**src/rtl/cpu_pkg.sv**
```systemverilog
// Shared types for the hazard unit: forward-select encoding, pipeline shadow slot, XZR.
package cpu_pkg;

  localparam int unsigned REG_W  = 5;
  localparam int unsigned STAT_W = 16;

  localparam logic [REG_W-1:0] XZR = REG_W'(31);

  typedef enum logic [1:0] {
    FWD_REG = 2'b00,
    FWD_MEM = 2'b01,
    FWD_WB  = 2'b10
  } fwd_sel_t;

  typedef struct packed {
    logic             valid;
    logic [REG_W-1:0] rd;
    logic             reg_write;
    logic             mem_read;
    logic             setflags;
  } slot_t;

  // True when the slot will write architectural register r (XZR never matches).
  function automatic logic writes_reg(input slot_t s, input logic [REG_W-1:0] r);
    return s.valid && s.reg_write && (s.rd == r) && (r != XZR);
  endfunction

endpackage

```
**src/rtl/pipe_slot.sv**
```systemverilog
// One shadow pipeline slot: captures d each cycle, or a bubble when bubble=1.
module pipe_slot
  import cpu_pkg::*;
(
  input  logic  clk,
  input  logic  reset,
  input  logic  bubble,
  input  slot_t d,
  output slot_t q
);

  slot_t slot_d, slot_q;

  always_comb begin
    slot_d = d;
    if (bubble) slot_d.valid = 1'b0;
  end

  always_ff @(posedge clk) begin
    if (reset) slot_q <= '0;
    else       slot_q <= slot_d;
  end

  assign q = slot_q;

endmodule

```
**src/rtl/hazard_unit.sv**
```systemverilog
// Load-use / flag stall, branch flush and EX/MEM forwarding selects for a 5-stage core.
// Define HAZARD_STATS_EN to add saturating stall_count / fwd_count outputs.
module hazard_unit
  import cpu_pkg::*;
(
  input  logic       clk,
  input  logic       reset,
  input  logic [4:0] id_Rn,
  input  logic [4:0] id_Rm,
  input  logic       id_uses_Rm,
  input  logic       id_uses_flags,
  input  logic [4:0] id_Rd,
  input  logic       id_RegWrite,
  input  logic       id_MemRead,
  input  logic       id_setflags,
  input  logic       br_taken,
  output logic [1:0] forwardA,
  output logic [1:0] forwardB,
`ifdef HAZARD_STATS_EN
  output logic [15:0] stall_count,
  output logic [15:0] fwd_count,
`endif
  output logic       stall,
  output logic       flush
);

  slot_t    id_slot, ex_q, mem_q, wb_q;
  fwd_sel_t fwd_a_d, fwd_a_q, fwd_b_d, fwd_b_q;
  logic     load_use, flag_haz, ex_bubble;

  always_comb begin
    id_slot           = '0;
    id_slot.valid     = 1'b1;
    id_slot.rd        = id_Rd;
    id_slot.reg_write = id_RegWrite;
    id_slot.mem_read  = id_MemRead;
    id_slot.setflags  = id_setflags;
  end

  // Older slots always advance; only EX takes a bubble on stall or flush.
  pipe_slot u_ex  (.clk(clk), .reset(reset), .bubble(ex_bubble), .d(id_slot), .q(ex_q));
  pipe_slot u_mem (.clk(clk), .reset(reset), .bubble(1'b0),      .d(ex_q),    .q(mem_q));
  pipe_slot u_wb  (.clk(clk), .reset(reset), .bubble(1'b0),      .d(mem_q),   .q(wb_q));

  always_comb begin
    load_use  = ex_q.mem_read &&
                (writes_reg(ex_q, id_Rn) || (id_uses_Rm && writes_reg(ex_q, id_Rm)));
    flag_haz  = id_uses_flags && ex_q.valid && ex_q.setflags;
    flush     = br_taken;
    stall     = (load_use || flag_haz) && !br_taken;
    ex_bubble = stall || flush;
  end

  // Newer producer (EX) wins over MEM; selects are consumed in the next (EX) cycle.
  always_comb begin
    fwd_a_d = FWD_REG;
    fwd_b_d = FWD_REG;
    if (!ex_bubble) begin
      if (writes_reg(ex_q, id_Rn) && !ex_q.mem_read) fwd_a_d = FWD_MEM;
      else if (writes_reg(mem_q, id_Rn))             fwd_a_d = FWD_WB;
      if (id_uses_Rm) begin
        if (writes_reg(ex_q, id_Rm) && !ex_q.mem_read) fwd_b_d = FWD_MEM;
        else if (writes_reg(mem_q, id_Rm))             fwd_b_d = FWD_WB;
      end
    end
  end

  always_ff @(posedge clk) begin
    if (reset) begin
      fwd_a_q <= FWD_REG;
      fwd_b_q <= FWD_REG;
    end else begin
      fwd_a_q <= fwd_a_d;
      fwd_b_q <= fwd_b_d;
    end
  end

  assign forwardA = fwd_a_q;
  assign forwardB = fwd_b_q;

  // WB slot and some MEM fields are bookkeeping only; nothing reads them here.
  logic unused_bits;
  assign unused_bits = ^{wb_q, mem_q.mem_read, mem_q.setflags};

`ifdef HAZARD_STATS_EN
  logic [STAT_W-1:0] stall_cnt_d, stall_cnt_q, fwd_cnt_d, fwd_cnt_q;

  always_comb begin
    stall_cnt_d = stall_cnt_q;
    fwd_cnt_d   = fwd_cnt_q;
    if (stall && (stall_cnt_q != '1)) stall_cnt_d = stall_cnt_q + STAT_W'(1);
    if (((fwd_a_q != FWD_REG) || (fwd_b_q != FWD_REG)) && (fwd_cnt_q != '1))
      fwd_cnt_d = fwd_cnt_q + STAT_W'(1);
  end

  always_ff @(posedge clk) begin
    if (reset) begin
      stall_cnt_q <= '0;
      fwd_cnt_q   <= '0;
    end else begin
      stall_cnt_q <= stall_cnt_d;
      fwd_cnt_q   <= fwd_cnt_d;
    end
  end

  assign stall_count = stall_cnt_q;
  assign fwd_count   = fwd_cnt_q;
`endif

endmodule

```
**config.mk**
```make
export PLATFORM = sky130hd
export DESIGN_NAME = hazard_unit
export DESIGN_NICKNAME = d
export VERILOG_FILES = /design/src/rtl/cpu_pkg.sv /design/src/rtl/pipe_slot.sv /design/src/rtl/hazard_unit.sv
export SDC_FILE = /design/constraint.sdc
export NUM_CORES = 1
export LEC_CHECK = 0
export ABC_AREA = 1
export ABC_CLOCK_PERIOD_IN_PS = 2100
export CAP_MARGIN = 20
export CORE_UTILIZATION = 43
export DETAILED_ROUTE_END_ITERATION = 10
export PLACE_DENSITY = 0.74
export SLEW_MARGIN = 20
export SYNTH_ARGS = -nofsm -noshare
export SYNTH_HDL_FRONTEND = slang
export SYNTH_SLANG_ARGS = --single-unit
export TNS_END_PERCENT = 5
```
**constraint.sdc**
```tcl
create_clock -name clk -period 2.1 [get_ports clk]
set_input_delay 0.21 -clock clk [delete_from_list [all_inputs] [get_ports clk]]
set_output_delay 0.21 -clock clk [all_outputs]
set_load 0.01 [all_outputs]
```
==> impl_metrics.json <==
{
  "synthesis.nets": 165,
  "die_w_um": 49.6,
  "worstPathRequired_ns": 1.89,
  "ir_drop_mv": 0.399,
  "ys.flop_type": "dfxtp_1",
  "synth_seq_area_share_pct": 41.1,
  "drc_errors": 0,
  "numClockSinks": 20,
  "hpwl_um": 1820,
  "ios": 29,
  "critical_path.max_fanout": 4,
  "final_common_cell": "nor2_1",
  "ctsResizeCount": 2,
  "setup_slack_ns": 0.111,
  "portBuffers": 28,
  "whs_path_depth": 3,
  "syn_area_per_cell_um2": 6.86,
  "worstRegToRegCells": 9,
  "antenna_cells": 0,
  "fmax_mhz": 503,
  "slew_viol_final": 0,
  "grt_usage_pct": 20.8,
  "hp-start": "id_Rd[4]",
  "rows": 16,
  "reg2reg_slack_ns": 0.86,
  "wl_met1_um": 1010,
  "end_kind": "primary output",
  "ant_nets": 0,
  "fp.coreArea_um2": 2040,
  "viasPerCell": 4.76,
  "slew_headroom_pct": 79.2,
  "r2r_end": "forwardB[1]$_SDFF_PP0_",
  "synth.area.top_cells": "dfxtp_1 (41%), nor2_1 (12%), inv_1 (11%)",
  "slowest_delay_ns": 0.53,
  "synth_edf_count": 0,
  "syn_to_final_growth_pct": 43.4,
  "r2r_start": "u_ex.q[4]$_SDFF_PP0_",
  "power_density_nw_per_um2": 522,
  "first_pass_iters": 6,
  "cts_tree": "done",
  "num_vias": 1000,
  "clkTransAtPathRegs_ns": 0.11,
  "status": "finished clean",
  "clockBufferDepth": 2,
  "dpl_worst_slack_ns": -0.145,
  "synth_seq_cells": 20,
  "hold_ws_ns": 0.407,
  "top_layer": "met4",
  "syn_inst": 142,
  "hold_violations": 0,
  "grt_overflow_total": 0,
  "min_to": "u_ex.q[7]$_SDFF_PP0_",
  "dr_wl_met3_um": 126,
  "hold_buffers": 0,
  "drive_gt1_share_pct": 14.8,
  "cts_setup_buffers": 0,
  "grt_antenna_before_repair": 0,
  "drt_wl_total_um": 2240,
  "wl_met2_um": 1060,
  "synth_top_area_share_pct": 41.1,
  "seq_area_um2": 402,
  "p_leak_uw": 0.000676,
  "grt_max_degree": 11,
  "crit_path_start_kind": "primary input",
  "netlist_area_um2": 975,
  "yosys.area.top_type": "dfxtp_1",
  "worstPathCellList": "clkdlybuf4s50_1 > inv_2 > nand2_1 > nand2_1 > inv_1 > nand2_1 > nor2_2 > nand3_2 > nand2_2 > nand2_2 > a21oi_1 > dlygate4sd2_1",
  "drtIter0Drc": 36,
  "multi_input_area_um2": 454,
  "grt_pass1_vias": 980,
  "fill_cells": 187,
  "clock_latency_ns": 0.30,
  "period_needed_ns": 1.99,
  "worstSetupPathType": "in2out",
  "setup_violations": 0,
  "design_area_um2": 1400,
  "worstMarginPinSlew_ns": 0.311,
  "htreeDepth": 1,
  "grt_pass1_wl_um": 3940,
  "finalNetCount": 208,
  "synth.distinct_cells": 22,
  "finalPower_uw": 730,
  "initial_core_util_pct": 47.7,
  "post-route-period-util_pct": 94.7,
  "finClkSkew_ns": 0.00266,
  "clockRootBuffer": "clkbuf_4",
  "place_congestion": 0.870,
  "rsz0062_at_grt": "false",
  "placed_area_um2": 1370,
  "ys_async_sr_fraction_pct": 0,
  "worstPathArrival_ns": 1.78,
  "ys_warn_count": 0,
  "dieArea_um2": 2460,
  "hp-class": "in2reg",
  "cts_buffers": 3,
  "cpMostUsedCell": "nand2_1",
  "cp_slowest_cell": "clkdlybuf4s50_1",
  "die_h_um": 49.6,
  "wl_per_cell_um": 10.7,
  "maxCapViolCount": 0,
  "final_cell_mix": "nor2_1 (30), inv_1 (28), nand2_1 (28)"
}
logic make-up after synthesis:
group / after synthesis / share of synthesized area (%)
AND/OR/NAND/NOR: 76 / 34.7
flip-flops: 20 / 41.1
AO/OA/AOI/OAI: 7 / 5.26
buffers and inverters: 32 / 12.7
XOR/XNOR: 7 / 6.29
Yosys cell counts (2+ instances only):
cell type  number
nand3_2         2
inv_1          28
o2111ai_1       2
nand2_2         2
nand3_1         5
nor2_2          3
dfxtp_1        20
nand2_1        28
xor2_1          6
a21oi_1         2
nand4_1         3
clkbuf_1        2
nor2_1         30
critical path: cells and delay by family:
kind	cells	cell delay, ns
AOI/OAI and AO/OA	1	0.16
and+or+nand+nor	7	0.50
buffers and inverters	4	0.91
where the power goes:
group	total, µW	internal [µW]	switching [µW]
Clock	180	67.0	113
Sequential	404	394	10.0
Combinational	145	79.9	65.3
Total	730	541	189
sequential cells by signal, indices dropped and copies added, names as in the netlist:
register / flops
u_ex.q: 9
u_mem.q: 7
forwardB: 2
forwardA: 2
cell type report:
type	count	share of cell area [%]
multi-input cells	90	32.5
well taps	27	2.42
clock buffers	3	1.61
inverters	29	7.79
flip-flops and latches	20	28.7
repair buffers	41	26.9
worst max path at each step:
stage / start / end / slack (ns) / depth (start not counted)
CTS: u_ex.q[8]$_SDFF_PP0_ / stall / 0.13 / 8
finish: id_Rm[1] / stall / 0.11 / 12
global placement: id_Rn[0] / stall / -0.07 / 10
detailed placement: id_Rn[4] / stall / -0.14 / 8
global route: id_Rm[1] / stall / 0.03 / 12
floorplan: u_ex.q[8]$_SDFF_PP0_ / stall / 0.82 / 7
through the flow:
step | setup TNS, ns | instances | utilization (%)
after global placement | -0.0707 | 207 | 67.2
after floorplan | 0 | 142 | -
final | 0 | 210 | 68.4
after detailed placement | -0.145 | 207 | 67.2
after global routing | 0 | 210 | 68.4
after CTS | 0 | 210 | 68.4
metal layers:
metal | GRT usage (%) | up-vias
met5 | 0 | -
li1 | - | 508
met1 | 24.7 | 452
met3 | 3.70 | 5
met4 | 9.52 | 0
met2 | 36.0 | 35
(Power assumes the default switching activity.)
